## src/rtl/riscv_uop_pkg.sv

```systemverilog
// riscv_uop_pkg: shared micro-op types for the execute stages.
// Load/store FSM states, funct3 size codes and the captured LSU op.
package riscv_uop_pkg;

  localparam int LSU_XLEN = 32;

  typedef enum logic [1:0] {
    IDLE,
    REQ,
    WAIT,
    DONE
  } lsu_state_e;

  localparam logic [2:0] LSU_LB  = 3'b000;
  localparam logic [2:0] LSU_LH  = 3'b001;
  localparam logic [2:0] LSU_LW  = 3'b010;
  localparam logic [2:0] LSU_LBU = 3'b100;
  localparam logic [2:0] LSU_LHU = 3'b101;
  localparam logic [2:0] LSU_SB  = 3'b000;
  localparam logic [2:0] LSU_SH  = 3'b001;
  localparam logic [2:0] LSU_SW  = 3'b010;

  typedef struct packed {
    logic                is_store;
    logic [2:0]          funct3;
    logic [LSU_XLEN-1:0] addr;
    logic [LSU_XLEN-1:0] wdata;
    logic [4:0]          rd;
  } lsu_op_t;

endpackage

```

## src/rtl/lsu_align.sv

```systemverilog
// lsu_align: byte-lane steering shared by loads and stores.
// Byte enables, store lane replication/shift, load extract/extend.
module lsu_align
  import riscv_uop_pkg::*;
(
  input  logic [2:0]          funct3,
  input  logic [1:0]          off,
  input  logic [LSU_XLEN-1:0] wdata,
  input  logic [LSU_XLEN-1:0] rdata,
  output logic [3:0]          be,
  output logic [LSU_XLEN-1:0] wdata_sh,
  output logic [LSU_XLEN-1:0] rdata_ext
);

  logic                is_b;
  logic                is_h;
  logic                uns;
  logic [LSU_XLEN-1:0] wrep;
  logic [LSU_XLEN-1:0] rsh;

  assign is_b = funct3 inside {LSU_LB, LSU_LBU, LSU_SB};
  assign is_h = funct3 inside {LSU_LH, LSU_LHU};
  assign uns  = funct3 inside {LSU_LBU, LSU_LHU};
  assign rsh  = rdata >> {off, 3'b000};

  always_comb begin
    be        = 4'b1111;
    wrep      = wdata;
    rdata_ext = rdata;
    unique case (1'b1)
      is_b: begin
        be        = 4'b0001 << off;
        wrep      = {4{wdata[7:0]}};
        rdata_ext = uns ? {24'b0, rsh[7:0]}
                        : {{24{rsh[7]}}, rsh[7:0]};
      end
      is_h: begin
        be        = 4'b0011 << off;
        wrep      = {2{wdata[15:0]}};
        rdata_ext = uns ? {16'b0, rsh[15:0]}
                        : {{16{rsh[15]}}, rsh[15:0]};
      end
      default: ;
    endcase
  end

  assign wdata_sh = wrep << {off, 3'b000};

endmodule

```

## src/rtl/lsu_stage.sv

```systemverilog
// lsu_stage: load/store execute stage, one memory op in flight.
// LSU_MISALIGN_TRAP_EN: misaligned ops fault instead of force-aligning.
module lsu_stage
  import riscv_uop_pkg::*;
#(
  parameter int XLEN        = 32,
  parameter bit ALIGN_CHECK = 1'b1
) (
  input  logic            clk,
  input  logic            rst_n,
  input  logic            i_valid,
  output logic            o_ready,
  input  logic            i_is_store,
  input  logic [2:0]      i_funct3,
  input  logic [XLEN-1:0] i_base,
  input  logic [XLEN-1:0] i_imm,
  input  logic [XLEN-1:0] i_wdata,
  input  logic [4:0]      i_rd,
  input  logic            i_flush,
  output logic            o_mem_req,
  input  logic            i_mem_gnt,
  output logic            o_mem_we,
  output logic [XLEN-1:0] o_mem_addr,
  output logic [XLEN-1:0] o_mem_wdata,
  output logic [3:0]      o_mem_be,
  input  logic            i_mem_rvalid,
  input  logic [XLEN-1:0] i_mem_rdata,
  output logic            o_valid,
  output logic            o_wb_en,
  output logic [4:0]      o_wb_rd,
  output logic [XLEN-1:0] o_result,
  output logic            o_fault
);

  lsu_state_e      state_q, state_d;
  lsu_op_t         op_q, op_d;
  logic [XLEN-1:0] rdata_q, rdata_d;
  logic            kill_q, kill_d;
  logic            fault_q, fault_d;

  logic [XLEN-1:0] ea;
  logic [XLEN-1:0] ea_fix;
  logic            is_h;
  logic            is_w;
  logic            trap;
  logic [3:0]      be;
  logic [XLEN-1:0] wdata_sh;
  logic [XLEN-1:0] ld_ext;

  assign is_h = i_funct3 inside {LSU_LH, LSU_LHU, LSU_SH};
  assign is_w = i_funct3 inside {LSU_LW, LSU_SW};

  always_comb begin
    ea     = i_base + i_imm;
    ea_fix = ea;
`ifdef LSU_MISALIGN_TRAP_EN
    trap = ALIGN_CHECK &&
      ((is_h && ea[0]) ||
       (is_w && ea[1:0] != 2'b00));
`else
    trap = 1'b0;
    if (is_h) ea_fix[0]   = 1'b0;
    if (is_w) ea_fix[1:0] = 2'b00;
`endif
  end

`ifndef LSU_MISALIGN_TRAP_EN
  logic unused_align_check;
  assign unused_align_check = ALIGN_CHECK;
`endif

  lsu_align u_align (
    .funct3    (op_q.funct3),
    .off       (op_q.addr[1:0]),
    .wdata     (op_q.wdata),
    .rdata     (rdata_q),
    .be        (be),
    .wdata_sh  (wdata_sh),
    .rdata_ext (ld_ext)
  );

  always_comb begin
    state_d     = state_q;
    op_d        = op_q;
    rdata_d     = rdata_q;
    kill_d      = kill_q;
    fault_d     = fault_q;
    o_ready     = 1'b0;
    o_mem_req   = 1'b0;
    o_mem_we    = 1'b0;
    o_mem_addr  = '0;
    o_mem_wdata = '0;
    o_mem_be    = 4'b0000;
    o_valid     = 1'b0;
    o_wb_en     = 1'b0;
    o_wb_rd     = 5'd0;
    o_result    = '0;
    o_fault     = 1'b0;
    unique case (state_q)
      IDLE: begin
        o_ready = 1'b1;
        kill_d  = 1'b0;
        fault_d = 1'b0;
        if (i_valid && !i_flush) begin
          op_d = '{is_store: i_is_store,
                   funct3:   i_funct3,
                   addr:     ea_fix,
                   wdata:    i_wdata,
                   rd:       i_rd};
          fault_d = trap;
          state_d = trap ? DONE : REQ;
        end
      end
      REQ: begin
        if (i_flush) begin
          state_d = IDLE;
        end else begin
          o_mem_req   = 1'b1;
          o_mem_we    = op_q.is_store;
          o_mem_addr  = {op_q.addr[XLEN-1:2], 2'b00};
          o_mem_wdata = wdata_sh;
          o_mem_be    = be;
          if (i_mem_gnt) begin
            // zero-latency memory answers in the grant cycle
            if (i_mem_rvalid) begin
              rdata_d = i_mem_rdata;
              state_d = DONE;
            end else begin
              state_d = WAIT;
            end
          end
        end
      end
      WAIT: begin
        if (i_flush) kill_d = 1'b1;
        if (i_mem_rvalid) begin
          rdata_d = i_mem_rdata;
          state_d = DONE;
        end
      end
      DONE: begin
        o_valid = !kill_q && !i_flush;
        o_fault = o_valid && fault_q;
        o_wb_en = o_valid && !op_q.is_store &&
                  (op_q.rd != 5'd0) && !fault_q;
        o_wb_rd = o_valid ? op_q.rd : 5'd0;
        if (o_valid) begin
          if (fault_q)               o_result = op_q.addr;
          else if (!op_q.is_store)   o_result = ld_ext;
        end
        state_d = IDLE;
      end
      default: state_d = IDLE;
    endcase
  end

  always_ff @(posedge clk) begin
    if (!rst_n) begin
      state_q <= IDLE;
      op_q    <= '0;
      rdata_q <= '0;
      kill_q  <= 1'b0;
      fault_q <= 1'b0;
    end else begin
      state_q <= state_d;
      op_q    <= op_d;
      rdata_q <= rdata_d;
      kill_q  <= kill_d;
      fault_q <= fault_d;
    end
  end

endmodule

```

## config.mk

```make
export PLATFORM = sky130hd
export DESIGN_NAME = lsu_stage
export DESIGN_NICKNAME = d
export VERILOG_FILES = /design/src/rtl/riscv_uop_pkg.sv /design/src/rtl/lsu_align.sv /design/src/rtl/lsu_stage.sv
export SDC_FILE = /design/constraint.sdc
export NUM_CORES = 1
export LEC_CHECK = 0
export BUFFER_PORTS_ARGS = -buffer_cell sky130_fd_sc_hd__buf_2
export CAP_MARGIN = 20
export CORE_MARGIN = 2
export CORE_UTILIZATION = 47
export CTS_BUF_LIST = sky130_fd_sc_hd__clkbuf_16
export DETAILED_ROUTE_END_ITERATION = 10
export HOLD_SLACK_MARGIN = 0.12
export PLACE_DENSITY = 0.75
export SLEW_MARGIN = 15
export SYNTH_ARGS = -nofsm -noshare
export SYNTH_HDL_FRONTEND = slang
export SYNTH_SLANG_ARGS = --single-unit
```

## constraint.sdc

```tcl
create_clock -name clk -period 2.9 [get_ports clk]
set_clock_uncertainty 0.15 [all_clocks]
set_input_delay 0.58 -clock clk [delete_from_list [all_inputs] [get_ports clk]]
set_output_delay 0.58 -clock clk [all_outputs]
set_load 0.02 [all_outputs]
```

# Word-level counts from Yosys, hierarchy flattened
# Index checks and enable logic that the tools add are counted.
# W data, S select, Z words.
[word_totals]
elab_cells = 85
in_bits = 143
romBits = 0
register_bits = 108
n_memories = 0
latchBits = 0
mem_bits_rw = 0
output_inout_bits = 111
[op_classes]
shifts = 4
add_sub_neg = 1
n_bitwise = 0
div_mod_pow = 0
muxes = 37
eq_ne = 15
mul = 0
reduce_logical = 20
order_cmp = 0
[ops]
columns = ["cell", "count"]
rows = [
  ["$mux W32", 12],
  ["$pmux W32 S2", 3],
  ["$add A32 B32 Y32", 1],
  ["$shl A32 B5 Y32", 1],
  ["$shr A32 B5 Y16", 1],
  ["$mux W1", 10],
  ["$mux W2", 5],
  ["$mux W5", 2],
  ["$ne A2 B2 Y1 const B", 5],
  ["$eq A3 B3 Y1 const B", 3],
  ["$mux W4", 2],
  ["$pmux W2 S4", 1],
  ["$pmux W4 S2", 1],
  ["$reduce_bool A2 Y1", 4],
  ["$eq A3 B1 Y1 const B", 2],
  ["$reduce_and A3 Y1", 2],
  ["$reduce_bool A3 Y1", 2],
  ["$reduce_bool A5 Y1", 1],
  ["$eq A2 B2 Y1 const B", 2],
  ["$logic_and A1 B1 Y1", 4],
  ["$reduce_and A2 Y1", 2],
  ["$shl A1 B2 Y4 const A", 1],
  ["$shl A2 B2 Y4 const A", 1],
  ["$eq A3 B2 Y1 const B", 1],
  ["other kinds (6)", 8],
]

# Longest topological paths before layout
# Gate-level depths: netlist of run 1.
[logic_depth]
word_depth = 7
ltp_mapped = 10
ltp_nobuf = 10

# Hierarchy
# From an unflattened synthesis of run 1, not the netlist that was laid out.
[unflattened]
hier_cells = 1100
area_unflattened_um2 = 8264.2
[modules_own_cells]
columns = ["mod", "instances", "area_per_inst_um2", "seq_area_each_um2", "cells_each"]
rows = [
  ["lsu_stage", 1, 6597.6, 2162.1, 860],
  ["lsu_align", 1, 1666.6, 0.0, 240],
]

# Least setup slack after synthesis of run 1
# Ideal clock, no wire load.
[synth_timing]
path_type = "input to output"
from = "input i_flush"
to = "output o_result[21]"
path_buffers = 2
arrival_ps = 2901
slack_ps = -731
path_stages = 7
path_cell_list = "nor4b_1 -> nand2b_1 -> clkbuf_1 -> a21oi_1 -> o21ai_1 -> clkbuf_1 -> a21oi_1"
[synth_via]
elab_chain_len = 4
[synth_lines]
columns = ["item", "line", "rtl"]
rows = [
  ["start: declaration", "lsu_stage.sv:19", "input logic i_flush,"],
  ["$logic_not A1 Y1", "lsu_stage.sv:142", "o_valid = !kill_q && !i_flush;"],
  ["$logic_and A1 B1 Y1", "lsu_stage.sv:142", ""],
  ["$mux W32", "lsu_stage.sv:147", "if (o_valid) begin"],
  ["$mux W32", "lsu_stage.sv:99", "unique case (state_q)"],
  ["end: declaration", "lsu_stage.sv:31", "output logic [XLEN-1:0] o_result,"],
]
# Every way passes these cells.

# Worst setup path after layout of run 1
[layout_timing]
from = "register op_q[38] in the netlist's numbering"
to = "output o_result[17]"
[layout_via]
elab_chain_len = 6
[layout_lines]
columns = ["item", "line", "rtl"]
rows = [
  ["start: declaration", "lsu_stage.sv:36", "lsu_op_t op_q, op_d;"],
  ["start signal: assignment", "lsu_stage.sv:166", "op_q <= op_d;"],
  ["$shr A32 B5 Y16 *", "lsu_align.sv:24", "assign rsh = rdata >> {off, 3'b000};"],
  ["$mux W32 (on tied branches)", "lsu_align.sv:40, lsu_align.sv:34", ""],
  ["$pmux W32 S2 *", "lsu_align.sv:30", "unique case (1'b1)"],
  ["$mux W32 *", "lsu_stage.sv:149", "else if (!op_q.is_store) o_result = ld_ext;"],
  ["$mux W32 *", "lsu_stage.sv:147", ""],
  ["$mux W32 *", "lsu_stage.sv:99", ""],
]
# Every way passes the cells marked *; elsewhere a longest branch is shown, timed or not.

==> results of run 1 <==
==> layer usage <==
| metal | wire length, µm | up-vias | track usage (%) |
|---|---|---|---|
| met5 | 0 | - | 0 |
| li1 | - | 4100 | - |
| met3 | 1590 | 41 | 2.99 |
| met2 | 11300 | 342 | 46.0 |
| met1 | 10400 | 3794 | 35.7 |
| met4 | 497 | 0 | 9.20 |
==> synth_stat cells (3+ instances only) <==
library cell	count	area [µm²]
sky130_fd_sc_hd__a211oi_1	25	188
sky130_fd_sc_hd__a21boi_0	77	578
sky130_fd_sc_hd__a21o_1	17	128
sky130_fd_sc_hd__a21oi_1	62	310
sky130_fd_sc_hd__a221oi_1	8	70.1
sky130_fd_sc_hd__a22oi_1	7	52.6
sky130_fd_sc_hd__a31oi_1	9	56.3
sky130_fd_sc_hd__and2_1	31	194
sky130_fd_sc_hd__and3_1	34	213
sky130_fd_sc_hd__buf_1	3	11.3
sky130_fd_sc_hd__buf_4	3	22.5
sky130_fd_sc_hd__clkbuf_1	59	221
sky130_fd_sc_hd__dfxtp_1	108	2160
sky130_fd_sc_hd__ha_1	31	388
sky130_fd_sc_hd__inv_1	33	124
sky130_fd_sc_hd__mux2i_1	25	250
sky130_fd_sc_hd__nand2_1	225	845
sky130_fd_sc_hd__nand2b_1	6	37.5
sky130_fd_sc_hd__nand3_1	13	65.1
sky130_fd_sc_hd__nand4_1	8	50.1
sky130_fd_sc_hd__nor2_1	58	218
sky130_fd_sc_hd__nor2b_1	20	125
sky130_fd_sc_hd__nor3_1	7	35.0
sky130_fd_sc_hd__nor4_1	10	62.6
sky130_fd_sc_hd__o211a_1	8	80.1
sky130_fd_sc_hd__o211ai_1	4	30.0
sky130_fd_sc_hd__o21a_1	3	22.5
sky130_fd_sc_hd__o21ai_0	58	290
sky130_fd_sc_hd__o21ai_1	3	15.0
sky130_fd_sc_hd__o21bai_1	6	45.0
sky130_fd_sc_hd__xnor2_1	16	140
sky130_fd_sc_hd__xor2_1	10	87.6
==> state kept, by name (all words and copies together), names as in the netlist, named ones only <==
register,cells
state_q,1
rdata_q,32
op_q,73
kill_q,1
==> layout make-up <==
type	instances	share of cell area (%)
inverter	34	1.31
clock buffer	9	2.31
clock inverter	7	0.553
tap	216	2.78
sequential	108	22.3
multi-input combinational	818	51.4
timing repair buffer	324	19.3
==> worst min path at each step <==
stage / start / endpoint / slack (ns) / depth (start not counted)
finish: op_q[60] / op_q[60] / 0.30 / 2
global route: i_wdata[1] / op_q[6] / 0.32 / 3
global placement: op_q[57] / op_q[57] / 0.28 / 2
CTS: op_q[60] / op_q[60] / 0.31 / 2
detailed placement: op_q[60] / op_q[60] / 0.29 / 2
floorplan: op_q[60] / op_q[60] / 0.27 / 2
==> power groups by stage <==
stage	clock network, W	registers (W)	logic [W]
global placement	0	0.00164	0.000927
detailed placement	0	0.00164	0.000936
finish	0.00117	0.00161	0.000955
CTS	0.00119	0.00161	0.000941
global route	0.00125	0.00162	0.00106
floorplan	0	0.00162	0.000613
==> worst min-delay path: stages (launching register included) <==
cell	delay, ns
sky130_fd_sc_hd__dfxtp_1	0.32
sky130_fd_sc_hd__nand2_1	0.04
sky130_fd_sc_hd__o21ai_0	0.05
==> through the flow <==
stage | std cells | setup WS, ns
6_report | 1516 | 0.0813
5_1_grt | 1516 | -0.0345
4_1_cts | 1514 | 0.00316
3_5_place_dp | 1498 | -0.201
3_3_place_gp | 1498 | -0.141
2_1_floorplan | 1034 | -0.0480
==> cell families (layout without fill, tap and decap cells) <==
kind of cell | Yosys count | after routing
compound gates | 303 | 303
other cells | 1 | 3
buf+inv | 108 | 374
mux | 25 | 25
fa+ha+maj | 32 | 32
flops | 108 | 108
simple gates | 429 | 429
xor+xnor | 26 | 26
==> what timing repair did <==
action                                  4_1_cts  5_1_grt
cloned                                        0        1
hold buffers                                  0        0
pin swaps                                     0        2
endpoints found under the hold margin         0        0
buffers inserted                              0        1
resized for setup                             5       41
endpoints found under the setup margin       29       32
==> results list, run 1 <==
- The flow ran to the end, and the final reports show no timing, DRC or antenna violations.
* Insertion delay to the later sink of the worst-skew pair: 0.35 ns
- Clock tree synthesis selected as its root buffer the cell sky130_fd_sc_hd__clkbuf_16.
- STA classifies the critical path startpoint as a flip-flop.
- For this design, the slowest cell found on the critical path is sky130_fd_sc_hd__dfxtp_4.
- Worst-path clk slew: 0.07 ns
- Once layout is done, the placed cells without fillers occupy 9740 µm².
- In the final design database the tool counted 1470 nets.
- The initialized floorplan defines 46 standard-cell rows.
- Pin placement for this block handled 254 I/O pins.
- Final hold analysis gives a worst-case slack of 0.299 ns.
* Max Root-Sink Buffers: 2
- Detailed placement finished with a half-perimeter wire length of 18.1 mm.
- At the pin with the least slew margin, the transition time is 0.955 ns.
- Largest voltage drop on the vdd net: 0.259 mV
* Top delay family on crit path: compound AO/OA/AOI/OAI gates
- Filler Cells Inserted: 1512
* Crit path top cell by count: sky130_fd_sc_hd__a21oi_2
* Total iterations of the first detailed-routing run: 5
* Number of antenna violations at the first check in global routing: 0
* Critical path start-end classification: flip-flop to output port
* Shortest clock period the worst path allows after layout: 2.82 ns
- The number of global-route vias before repair was 7530.
* Post-synthesis register bit count: 108
- Die footprint: 17000 µm²
- After detailed placement, the total cell area comes to 9300 µm².
* Parity-gate share of the synthesized area counting xor and xnor cells: 3.03%
- Headroom to the max-slew limit came out at 34.7%.
- After detailed routing, the total wire length is 23.8 mm.
* Antenna diode count: 0
* Biggest cell delay along the critical path: 0.37 ns
- The routed layout has 8277 vias.
- The number of buffers and inverters on the critical path is 3.
- FF+latch area: 2180 µm²
- Die H: 130 µm
- The portion of synthesized area spent on multiplexers is 3.34%.
- Number of flops mapped to enable cells by yosys: 0
- Sequential cell fraction of total power: 43.1%
* Pint: 0.00256 W
- The most critical setup path has its startpoint at op_q[38].
- Combinational family with the most area after synthesis: compound AO/OA/AOI/OAI gates
* Overall overflow remaining after global route: 0
- Cells with a size suffix above 1 make up 29.2% of the layout.
* Total negative slack: 0 ns
* Final Util: 61.7%
- Of all nets on the critical path, the largest fanout is 8.
- Average size of a mapped cell: 7.27 µm²
- Compound-Gate Fraction of Synth Area: 26.7%
- Prevailing post-synth register cell: sky130_fd_sc_hd__dfxtp_1
* Required time at the worst-slack endpoint: 2.17 ns
- The first global-routing pass estimated 36.8 mm of wire.
- Based on the critical path, the design can be clocked at up to 355 MHz.
- Summing the areas of all fa, ha and maj instances in the mapped netlist gives 5.44% of the synthesized area.
* TritonCTS clock tree: done
- Number of pins exceeding their max-slew limit in the final report: 0
* Count of final setup violators: 0
- Floorplan die width: 130 µm
- During synthesis, Yosys emitted a total of 0 warnings.
- The path class of the tightest hold or removal check is flip-flop to flip-flop.
* Crit path to: o_result[17]
* Max_cap viols: 0
- The synthesized netlist contains 68 unique library cells.
* Synthesis-to-layout area growth: 29.8%
- Gp weighted congestion: 0.969
* Endpoints failing hold: 0
* Final Total Pwr: 0.00373 W
- For flop-to-flop paths, the worst setup slack is 0.88 ns.
- Global routing used 27.0% of the available tracks.
- Via density per instance: 5.46
- Wire length per cell: 15.7 µm
- Async S/R FF share, synth: 0%
* TritonCTS Buffers: 9
- Instance count of the mapped netlist: 1032
- Largest net degree at the start of global routing: 100
* Fraction of power consumed by the clock network: 31.3%
* DRC viols: 0
- The cell area that synthesis handed to floorplanning was 7500 µm².
* Area share of and/or/nand/nor cells after synthesis: 26.4%
- Number of stages on the worst setup path: 10
* Cell area power density: 383 nW/µm²
- Once detail routing completed, the nets flagged for antenna violations numbered 0.
- For this block, the initial DRC count from the detailed router was 638.
- The library cell used most frequently in the layout, excluding fill and tap cells, is sky130_fd_sc_hd__buf_2.
- Critical path capture point type: output port
* R2R Path Start: state_q[0]
- H-tree Lvls: 3
- Summing all multi-input logic gate instances after layout gives 5010 µm².
* Share of the clock period used by the worst path: 97.2%
- Sequential area share after synthesis: 28.8%
* Worst-case reg-to-reg path depth: 7
- Number of clock sinks seen by CTS: 108
- Combinational cell fraction of total power: 25.6%
* Core outline area: 15800 µm²
- Worst reg2reg endpoint: op_q[68]
- Summed over all nets, the switching power comes to 0.00117 W.
- Cell-by-cell trace of the critical path: buf_6 -> nor2b_2 -> a211oi_2 -> a21oi_2 -> a21oi_2 -> a21oi_2 -> o21ai_4 -> buf_6 -> a21oi_2 -> buf_4
* Endpoint arrival time on the critical path: 2.09 ns
* Standby leakage power: 4.45 nW
- Buffers placed on the I/O ports in this run total 250.
* Switching portion of total power: 31.3%
- Most frequent cells in the layout: sky130_fd_sc_hd__buf_2 (238), sky130_fd_sc_hd__nand2_1 (225), sky130_fd_sc_hd__dfxtp_1 (103), sky130_fd_sc_hd__buf_4 (80), sky130_fd_sc_hd__a21boi_0 (77)
- For this configuration, the core starts out at a cell density of 47.6%.
Note: power is estimated with default switching activity, not from simulation.
==> run 2, diff against run 1 <==
- BUFFER_PORTS_ARGS: -buffer_cell sky130_fd_sc_hd__buf_2 -> unset
- CORE_UTILIZATION: 47 -> 50
- DONT_BUFFER_PORTS: unset -> 1
- PLACE_DENSITY: 0.75 -> 0.65
==> run 2 against run 1 <==
Sequential cell count unchanged. Global-route usage decreased by 1.2 points. Clock power decreased by 3%. Die area decreased by 5.8%. Core utilization decreased by 2.6 points. First-iteration DRC count decreased by 16%. Setup slack improved by 0.059 ns. Count of clock-buffer cells in the layout unchanged. Non-clock buffer count decreased by 207. Largest cell class unchanged.
==> results list, run 2 (synthesis gave the netlist of run 1 again) <==
* Max FO, Critical Path: 12
- At the worst endpoint, the arrival time is 2.03 ns.
- Number of input and output port buffers inserted: 0
* Number of hold-repair buffers added at the cts stage: 0
* Die H: 127 µm
- The detailed router put a total of 9.27 mm of wire on met1.
- Top-Level Pins: 254
- IR analysis of the VDD net gives a maximum drop of 0.248 mV.
* Setup repair after global routing missed its margin: false
- Worst-path clk slew: 0.07 ns
* Wire length on met3: 1.65 mm
- Final Util: 59.1%
* Effective utilization at floorplan: 51.4%
* Sw Pwr: 0.00108 W
- Dividing the detail-routed via count by the number of cells gives 5.67.
- Largest Register: op_q
- Met2 WL: 10.4 mm
* Required time at the worst-slack endpoint: 2.17 ns
- Top delay family on crit path: simple AND/OR/NAND/NOR gates
- Of the total power, the clock network draws 31.7%.
* Outcome: complete, no violations
- The max-slew violation total from the final report is 0.
* Post-CTS setup repair buffer count: 0
* Critical path start-end classification: flip-flop to output port
- Antenna viol nets, final: 0
- The number of global-route vias before repair is 6746.
* Wire length per cell: 17.0 µm
* Total wire length: 21.7 mm
- Most frequent cells in the layout: sky130_fd_sc_hd__nand2_1 (225), sky130_fd_sc_hd__buf_4 (114), sky130_fd_sc_hd__dfxtp_1 (105), sky130_fd_sc_hd__a21boi_0 (77), sky130_fd_sc_hd__a21oi_1 (62)
- Nature of the critical path startpoint: flip-flop
- Max_cap viols: 0
- Total negative slack: 0 ns
- For the pin with the worst max-slew slack, the measured transition is 0.882 ns.
- First-pass GRT wire length: 34.0 mm
* Sequential cell fraction of total power: 45.1%
- Number of antenna violations at the first check in global routing: 0
* Largest registers in the final layout: op_q x73, rdata_q x32
- TritonCTS Buffers: 9
- The first TritonRoute pass finished after 5 iterations.
- At the end of the flow, the number of nets in the layout was 1263.
- Max FFs per register: 73
* Filler Cells Inserted: 1435
* Critical-path top delay cell: sky130_fd_sc_hd__dfxtp_2
* Largest net degree at the start of global routing: 101
- The routed design could run at a clock period as short as 2.76 ns.
- CTS Root Cell: sky130_fd_sc_hd__clkbuf_16
* Floorplan die width: 127 µm
* Worst Path Buf+Inv: 2
- Endpoints failing hold: 0
* Type of the worst min-delay path: input port to flip-flop
- Leaving out fill and tap cells, the most frequent cell in the layout is sky130_fd_sc_hd__nand2_1.
* Number of clock sinks seen by CTS: 108
- Row generation in the floorplan step produced 44 rows.
- Slew Limit Headroom: 39.7%
- Combinational logic burns 23.2% of the power.
- In this design, the stage delay of the slowest critical-path cell is 0.45 ns.
- Antenna diode count: 0
* Synthesis-to-layout area growth: 15.0%
* Detailed Place HPWL: 16.8 mm
* DRC viols: 0
- TritonCTS built the clock tree.
- The highest layer touched by signal routing is met4.
* All-Layer GR Usage: 25.8%
- Overall overflow remaining after global route: 0
* Gp weighted congestion: 0.921
- Count of final setup violators: 0
- Die footprint: 16000 µm²
* Share of the clock period used by the worst path: 95.1%
* Total number of vias: 7234
- Worst hold slack across all endpoints: 0.222 ns
* Count of instances resized after the clock tree is built: 1
- Layout cells sized above 1: 13.9%
- Dividing total power by cell area gives a power density of 413 nW/µm².
- Initial detailed-routing violation count: 536
* H-tree Lvls: 3
- Fmax achieved: 362 MHz
* Pint: 0.00249 W
- STA classifies the critical path endpoint as an output port.
- Max Root-Sink Buffers: 2
* Standby leakage power: 3.52 nW
- Insertion delay to the later sink of the worst-skew pair: 0.35 ns
- Switching portion of total power: 30.2%
- In this run the standard cell core region covers 14600 µm².
- Cell-by-cell trace of the critical path: buf_4 -> nor2_1 -> nand2_1 -> nor2_1 -> nor4_1 -> buf_4
==> run 2: through the flow <==
| step | power, W | setup WS, ns | instances | cell area [µm²] |
|---|---|---|---|---|
| 2_1_floorplan | 0.00223 | -0.0480 | 1034 | 7540 |
| 3_3_place_gp | 0.00245 | -0.0957 | 1261 | 8340 |
| 3_5_place_dp | 0.00246 | -0.129 | 1261 | 8340 |
| 4_1_cts | 0.00358 | 0.0252 | 1276 | 8610 |
| 5_1_grt | 0.00374 | 0.0176 | 1276 | 8630 |
| 6_report | 0.00356 | 0.141 | 1276 | 8630 |
==> run 2: power groups by stage <==
stage | combinational (W) | clock [W] | sequential (W)
5_1_grt | 0.000917 | 0.00121 | 0.00162
6_report | 0.000829 | 0.00113 | 0.00161
3_3_place_gp | 0.000814 | 0 | 0.00164
3_5_place_dp | 0.000821 | 0 | 0.00164
2_1_floorplan | 0.000613 | 0 | 0.00162
4_1_cts | 0.000825 | 0.00115 | 0.00160
==> run 2: final cells by class <==
class	count	area, µm²	share of cell area, %
multi-input combinational	818	4930	57.1
sequential	108	2170	25.1
timing repair buffer	117	907	10.5
tap	184	230	2.67
clock buffer	9	225	2.61
inverter	34	128	1.48
clock inverter	6	42.5	0.493
==> run 2: final timing paths <==
kind	endpoint	depth (start not counted)	slack [ns]	from
worst min-delay path	op_q[69]	2	0.22	i_funct3[0]
worst max register to register	op_q[59]	6	0.57	state_q[0]
worst min register to register	op_q[64]	2	0.29	op_q[64]
worst max-delay path	o_mem_wdata[23]	6	0.14	op_q[37]
==> run 2: layer usage <==
metal	vias up	GRT usage, %
li1	3696	-
met1	3299	31.6
met2	214	44.4
met3	25	6.96
met4	0	7.56
met5	-	0
